### src/rtl/irq_sequencer.sv
// irq_sequencer
// Interrupt/exception sequencer for the single-cycle RISC-V core.
// It latches rising edges on three external request lines and holds the
// per-source enable mask (MIE). It takes ecall or the highest-priority
// enabled request at an instruction boundary. On a take it redirects the PC
// to the handler vector and saves the return address. On uret it returns to
// the saved address.
//
// Optional build macro: IRQ_NEST_EN
//   Adds a 3-entry {EPC, CAUSE} stack. A higher-priority interrupt may then
//   preempt a lower-priority handler. ecall handlers are never preempted.
//
// Ports:
//   CLK          system clock, all state updates on rising edge
//   RST          synchronous, active-high reset
//   IRQ[2:0]     external request lines, rising edge = request, IRQ[0] highest
//   STALL        current instruction does not retire this cycle
//   PC_NEXT      sequential next PC of the current instruction
//   ECALL/URET   decoded ecall / uret strobes
//   CSRRSI/CSRRCI decoded set/clear-immediate CSR strobes
//   ZIMM[4:0]    CSR zimm field, bits [2:0] address the MIE bits
//   PC_REDIRECT  PC mux override (combinational)
//   PC_TARGET    redirect address, equals PC_NEXT when not redirecting
//   EPC          saved return address
//   MIE          per-source enable mask
//   PEND         pending request bits
//   CAUSE        active cause: 0 = ecall, 1..3 = IRQ0..IRQ2
//   IN_SERVICE   high while a handler is running
module irq_sequencer #(
  parameter int unsigned     PC_W      = 32,
  parameter logic [PC_W-1:0] VEC_BASE  = 32'h0000_1000,
  parameter int unsigned     VEC_SHIFT = 4
) (
  input  logic            CLK,
  input  logic            RST,
  input  logic [2:0]      IRQ,
  input  logic            STALL,
  input  logic [PC_W-1:0] PC_NEXT,
  input  logic            ECALL,
  input  logic            URET,
  input  logic            CSRRSI,
  input  logic            CSRRCI,
  input  logic [4:0]      ZIMM,
  output logic            PC_REDIRECT,
  output logic [PC_W-1:0] PC_TARGET,
  output logic [PC_W-1:0] EPC,
  output logic [2:0]      MIE,
  output logic [2:0]      PEND,
  output logic [1:0]      CAUSE,
  output logic            IN_SERVICE
);

  typedef enum logic {
    ST_RUN,
    ST_SERVICE
  } state_t;

  state_t          state_q;
  logic [2:0]      irq_d;
  logic [2:0]      pend_q;
  logic [2:0]      mie_q;
  logic [PC_W-1:0] epc_q;
  logic [1:0]      cause_q;

  logic [2:0]      edge_v;
  logic [2:0]      elig;
  logic [1:0]      win_cause;
  logic            take;
  logic            ret;
  logic [1:0]      take_cause;
  logic [2:0]      pend_clr;
  logic [2:0]      pend_n;
  logic [2:0]      mie_n;
  logic            redirect;
  logic [PC_W-1:0] target;

`ifdef IRQ_NEST_EN
  logic [PC_W-1:0] stk_epc [3];
  logic [1:0]      stk_cause [3];
  logic [1:0]      sp_q;
  logic [1:0]      sp_m1;
  logic            push;

  assign sp_m1 = sp_q - 2'd1;
`endif

  always_comb begin
    edge_v = IRQ & ~irq_d;
    elig   = pend_q & mie_q;

    // Scan from the lowest priority upward so the lowest index set wins.
    win_cause = 2'd0;
    for (int unsigned i = 3; i > 0; i--) begin
      if (elig[i-1]) begin
        win_cause = 2'(i);
      end
    end

    take       = 1'b0;
    ret        = 1'b0;
    take_cause = 2'd0;
`ifdef IRQ_NEST_EN
    push       = 1'b0;
`endif

    if (!RST && !STALL) begin
      case (state_q)
        ST_RUN: begin
          if (ECALL) begin
            take       = 1'b1;
            take_cause = 2'd0;
          end else if (elig != 3'b000) begin
            take       = 1'b1;
            take_cause = win_cause;
          end
        end
        ST_SERVICE: begin
          if (URET) begin
            ret = 1'b1;
`ifdef IRQ_NEST_EN
          // cause_q == 0 (ecall) can never be beaten since win_cause >= 1.
          end else if (elig != 3'b000 && win_cause < cause_q && sp_q != 2'd3) begin
            take       = 1'b1;
            push       = 1'b1;
            take_cause = win_cause;
`endif
          end
        end
        default: ;
      endcase
    end

    redirect = 1'b0;
    target   = PC_NEXT;
    if (take) begin
      redirect = 1'b1;
      target   = VEC_BASE + (PC_W'(take_cause) << VEC_SHIFT);
    end else if (ret) begin
      redirect = 1'b1;
      target   = epc_q;
    end

    // A new edge on the bit being serviced re-arms it (set beats clear).
    for (int unsigned i = 0; i < 3; i++) begin
      pend_clr[i] = take && (take_cause == 2'(i + 1));
    end
    pend_n = (pend_q & ~pend_clr) | edge_v;

    // Clear is applied after set so a simultaneous set/clear clears.
    mie_n = mie_q;
    if (!STALL) begin
      mie_n = (mie_q | (CSRRSI ? ZIMM[2:0] : 3'b000)) & ~(CSRRCI ? ZIMM[2:0] : 3'b000);
    end
  end

  always_ff @(posedge CLK) begin
    if (RST) begin
      state_q <= ST_RUN;
      irq_d   <= '0;
      pend_q  <= '0;
      mie_q   <= '0;
      epc_q   <= '0;
      cause_q <= '0;
`ifdef IRQ_NEST_EN
      sp_q    <= '0;
`endif
    end else begin
      irq_d  <= IRQ;
      pend_q <= pend_n;
      mie_q  <= mie_n;
      if (take) begin
        epc_q   <= PC_NEXT;
        cause_q <= take_cause;
        state_q <= ST_SERVICE;
`ifdef IRQ_NEST_EN
        if (push) begin
          stk_epc[sp_q]   <= epc_q;
          stk_cause[sp_q] <= cause_q;
          sp_q            <= sp_q + 2'd1;
        end
`endif
      end else if (ret) begin
`ifdef IRQ_NEST_EN
        if (sp_q != 2'd0) begin
          epc_q   <= stk_epc[sp_m1];
          cause_q <= stk_cause[sp_m1];
          sp_q    <= sp_m1;
        end else begin
          state_q <= ST_RUN;
        end
`else
        state_q <= ST_RUN;
`endif
      end
    end
  end

  assign PC_REDIRECT = redirect;
  assign PC_TARGET   = target;
  assign EPC         = epc_q;
  assign MIE         = mie_q;
  assign PEND        = pend_q;
  assign CAUSE       = cause_q;
  assign IN_SERVICE  = (state_q == ST_SERVICE);

endmodule

### config.mk
export PLATFORM = sky130hd
export DESIGN_NAME = irq_sequencer
export DESIGN_NICKNAME = d
export VERILOG_FILES = /design/src/rtl/irq_sequencer.sv
export SDC_FILE = /design/constraint.sdc
export NUM_CORES = 1
export LEC_CHECK = 0
export ABC_AREA = 1
export BUFFER_PORTS_ARGS = -buffer_cell sky130_fd_sc_hd__buf_2
export CAP_MARGIN = 20
export CORE_AREA = 2 2 57 113
export CTS_BUF_LIST = sky130_fd_sc_hd__clkbuf_8 sky130_fd_sc_hd__clkbuf_16
export CTS_CLUSTER_DIAMETER = 150
export DETAILED_ROUTE_END_ITERATION = 7
export DIE_AREA = 0 0 59 115
export PLACE_DENSITY = 0.75
export SETUP_SLACK_MARGIN = 0.05
export SLEW_MARGIN = 30
export SYNTH_ARGS = -nofsm -noshare
export SYNTH_HDL_FRONTEND = slang
export SYNTH_SLANG_ARGS = --single-unit
### constraint.sdc
create_clock -name CLK -period 1.3 [get_ports CLK]
set_input_delay 0.26 -clock CLK [delete_from_list [all_inputs] [get_ports CLK]]
set_output_delay 0.26 -clock CLK [all_outputs]
set_load 0.05 [all_outputs]
# After elaboration in Yosys (flattened, before gate mapping)
# Index checks and enable logic that the tools add are counted.
# op_classes
addsub	1
multipliers	0
n_div	0
order_cmp	0
eq_ne	3
n_shift	0
n_mux	22
n_bitwise	9
n_reduce_logical	8
# op_table
cell	n
$mux 32	2
$add 13x6->14 const A	1
$mux 2	7
$and 3x3->3	4
$mux 1	11
$not 3->3	3
$mux 3	2
$or 3x3->3	2
$eq 2x2->1 const B	2
$logic_and 1x1->1	4
$reduce_bool 3->1	1
$eq 2x1->1 const B	1
$logic_not 1->1	2
$reduce_bool 2->1	1
# word_totals
regBits	44
latchBits	0
ramBits	0
romBits	0
inputBits	47
word_cells	49
memories	0

# Logic depth before layout (Yosys ltp)
# logic_depth
word_depth	13
depth_mapped	8
mapped_depth_nobuf	8

# Worst setup path after synthesis
# OpenSTA, ideal clock, no wires.
# synth_path
kind	reg2out
startpoint	register state_q, in the netlist IN_SERVICE
endpoint	output port PC_TARGET[10]
arrival_ps	1704
required_ps	1040
path_slack_ps	-664
path_stages_with_launch	9
n_path_buf	2
path_cell_list	dfxtp_1 -> inv_1 -> nand2_2 -> inv_2 -> o21ai_2 -> buf_6 -> buf_6 -> o211ai_1 -> inv_1
# synth_via
elab_chain_cells	4
# synth_rtl
element	line	text
from (decl)	58	state_t state_q;
from (signal assigned)	158	state_q <= ST_RUN;
from (signal assigned)	174	state_q <= ST_SERVICE;
from (signal assigned)	192	state_q <= ST_RUN;
$mux 2 or $mux 1 (tied branches)	107	case (state_q)
$mux 2 or $mux 1 (tied branches)	106	if (!RST && !STALL) begin
$add 13x6->14 or $mux 32 (tied branches)	137, 138	
$mux 32 *	135	if (take) begin
to (decl)	45	output logic [PC_W-1:0] PC_TARGET,
# Every way passes the cells marked *; elsewhere a longest branch is shown, timed or not.

# Final worst setup path
# layout_path
startpoint	register pend_q[1], in the netlist PEND[1]
endpoint	output port PC_TARGET[30]
# layout_via
elab_chain_cells	7
# layout_rtl
element	line	text
from (decl)	60	logic [2:0] pend_q;
from (signal assigned)	169	pend_q <= pend_n;
$and 3x3->3	89	elig = pend_q & mie_q;
$reduce_bool 3->1	112	end else if (elig != 3'b000) begin
$mux 1	112	
$mux 1	109	if (ECALL) begin
$mux 1	107	
$mux 1	106	
$mux 32	135	
# Every way passes these cells.

==> out/metrics.cfg <==
[timing]
rsz0062_at_grt=yes
setup_violations=40
fin_tns_setup_ns=-15.59
clock_skew_ns=0.00468
period_needed_ns=1.80
hold_viol=0
worst_pin_slew_ns=0.482
finalMaxSlewViolations=0
relSlewSlack_pct=67.9
max_freq_mhz=555
fin_crit_sh_pct=139
setup_ws_ns=-0.502

[synth]
synthesis.nets=412
syn_area_mm2=0.00238
avgSynthCellArea_um2=6.52
seq_area_frac_synth_pct=37.0
synth_area_leaders=dfxtp_1, nand2_1, inv_1, o211ai_1, nand3_1
ys_ff_latch=44
synth_top_area_share_pct=37.0
netlist.top_cell.by_area=dfxtp_1
synth.distinct_cells=18
postSynthCellCount=365
yosys_warnings=0

[cells_and_area]
final_common_cell=nand2_1
layout_common_cells=nand2_1, buf_2, inv_1
nets=548
diodes=0
area_growth_pct=67.3
drive_above_1_share_pct=46.4

[clock_network]
htree_levels=2
cts_num_sinks=44
cts-root-buf=clkbuf_16
hold_buffers=0
cts_tree=done
clockBufferDepth=2
cts_buffers=5
insertion_delay_ns=0.28
clkTransAtPathRegs_ns=0.06

[global_routing]
grt_max_degree=41
met3_usage_pct=4.39
grt_first_pass_wirelength_um=11400
grt_pass1_vias=2646
use_met2_pct=37.5
antenna_found_initial=0
grt_overflow=0
gr-max-usage-layer=met2
grt_util_all_layers_pct=21.1
grtUsageMet1_pct=24.4

[detailed_routing]
wire_per_inst_um=12.7
drtIter0Drc=95
first_pass_iters=4
drc=0
vias=2789
routed_wirelength_um=7200
viasPerCell=4.94
ant_nets=0

[placed_design]
place.detailed.hpwl_um=4550
io_buffers=118
dp_slack_ns=-0.374
routabilityCongestion=0.755

[die]
rows=40
fp.dieW_um=59
pin_count=121
start_util_pct=40.3
core_area_mm2=0.00591
die_h_um=115
die_area_mm2=0.00679

[min_path]
hold_end=irq_d[0]$_SDFF_PP0_
hp-class=primary input to register
hold_start=IRQ[0]
holdPathStages=3

[worst_setup_path]
reg2reg_from=PEND[1]$_SDFF_PP0_
crit_fanout=22
cp-start-kind=register
r2r-end=EPC[0]$_SDFFE_PP0N_
worstPathRequired_ns=1.04
regToRegSetupSlack_ns=-0.01
arrival_ns=1.54
path_class=register to primary output
end_kind=primary output
ff2ff_path_depth=7

[pwr]
p_total_mw=4.13
leakage_nw=2.13
ir_drop_uv=878
p_per_area_mw_per_mm2=1040

[status]
status=complete, but fails checks
violations=setup timing

[run]
max_cap_viol_count=0

## flip-flops by register name (all words and copies together) (netlist names)
name	cells
CAUSE	2
PEND	3
EPC	32
irq_d	3
IN_SERVICE	1
MIE	3
## stage by stage
step / cells / utilization [%] / hold slack (ns) / instance area, um^2
2_1_floorplan: 365 / - / 0.379 / 2460
3_3_place_gp: 551 / 54.9 / 0.437 / 3240
3_5_place_dp: 551 / 54.9 / 0.451 / 3240
4_1_cts: 561 / 63.0 / 0.193 / 3720
5_1_grt: 565 / 67.5 / 0.213 / 3980
6_report: 565 / 67.5 / 0.197 / 3980
## area by class of cell
cell class / instances / area, um^2
clock buffer: 6 / 139
sequential: 44 / 907
multi-input combinational: 218 / 1250
clock inverter: 2 / 7.51
fill: 487 / 1920
timing repair buffer: 153 / 1300
tap: 63 / 78.8
inverter: 79 / 302
## worst max-delay path, cell delays in order (launching register included)
cell      delay [ns]
dfxtp_4         0.35
nand2_4         0.08
nand2_4         0.05
o21ai_4         0.24
buf_12          0.20
o211ai_1        0.12
inv_2           0.08
buf_8           0.14
## logic make-up (layout without fill, tap and decap cells)
group | Yosys count | in the layout | synth area share, %
AND/OR/NAND/NOR | 145 | 145 | 25.1
buffers and inverters | 103 | 240 | 18.3
AO/OA/AOI/OAI | 73 | 73 | 19.6
flip-flops | 44 | 44 | 37.0
## where the power goes
| part | leakage (nW) | switching (mW) | internal (mW) |
|---|---|---|---|
| logic | 1.69 | 0.899 | 0.545 |
| clock network | 0.0795 | 0.484 | 0.750 |
| registers | 0.363 | 0.0481 | 1.41 |
| total | 2.13 | 1.43 | 2.70 |
## metal layers
metal	vias up	part of all wire, %
met2	119	51
met3	7	7.4
met5	-	0
met1	1233	40
met4	0	1.4
li1	1430	-
## worst max path at each step
stage                        startpoint            end  slack, ns  cells past startpoint
floorplan           MIE[2]$_SDFFE_PP0N_  PC_TARGET[25]      -0.27                      7
global placement                  STALL   PC_TARGET[5]      -0.35                      9
detailed placement                STALL   PC_TARGET[0]      -0.37                      8
CTS                 MIE[1]$_SDFFE_PP0N_   PC_TARGET[2]      -0.51                      7
global route         PEND[1]$_SDFF_PP0_  PC_TARGET[27]      -0.57                      7
finish               PEND[1]$_SDFF_PP0_  PC_TARGET[30]      -0.50                      7
## synth_stat cells, drive strengths merged
master	n
o211ai	29
nand4	2
o21bai	4
buf	19
a21oi	34
inv	79
dfxtp	44
o211a	3
nand2	96
o21ai	3
nand3	35
nor2	12
clkbuf	5
## repair_timing
item | 4_1_cts | 5_1_grt
pin swaps | 1 | 17
gates resized for setup | 97 | 56
cloned | 2 | 2
buffers inserted | 0 | 3
setup endpoints to repair | 68 | 73
Power figures use the tool's default switching activity.
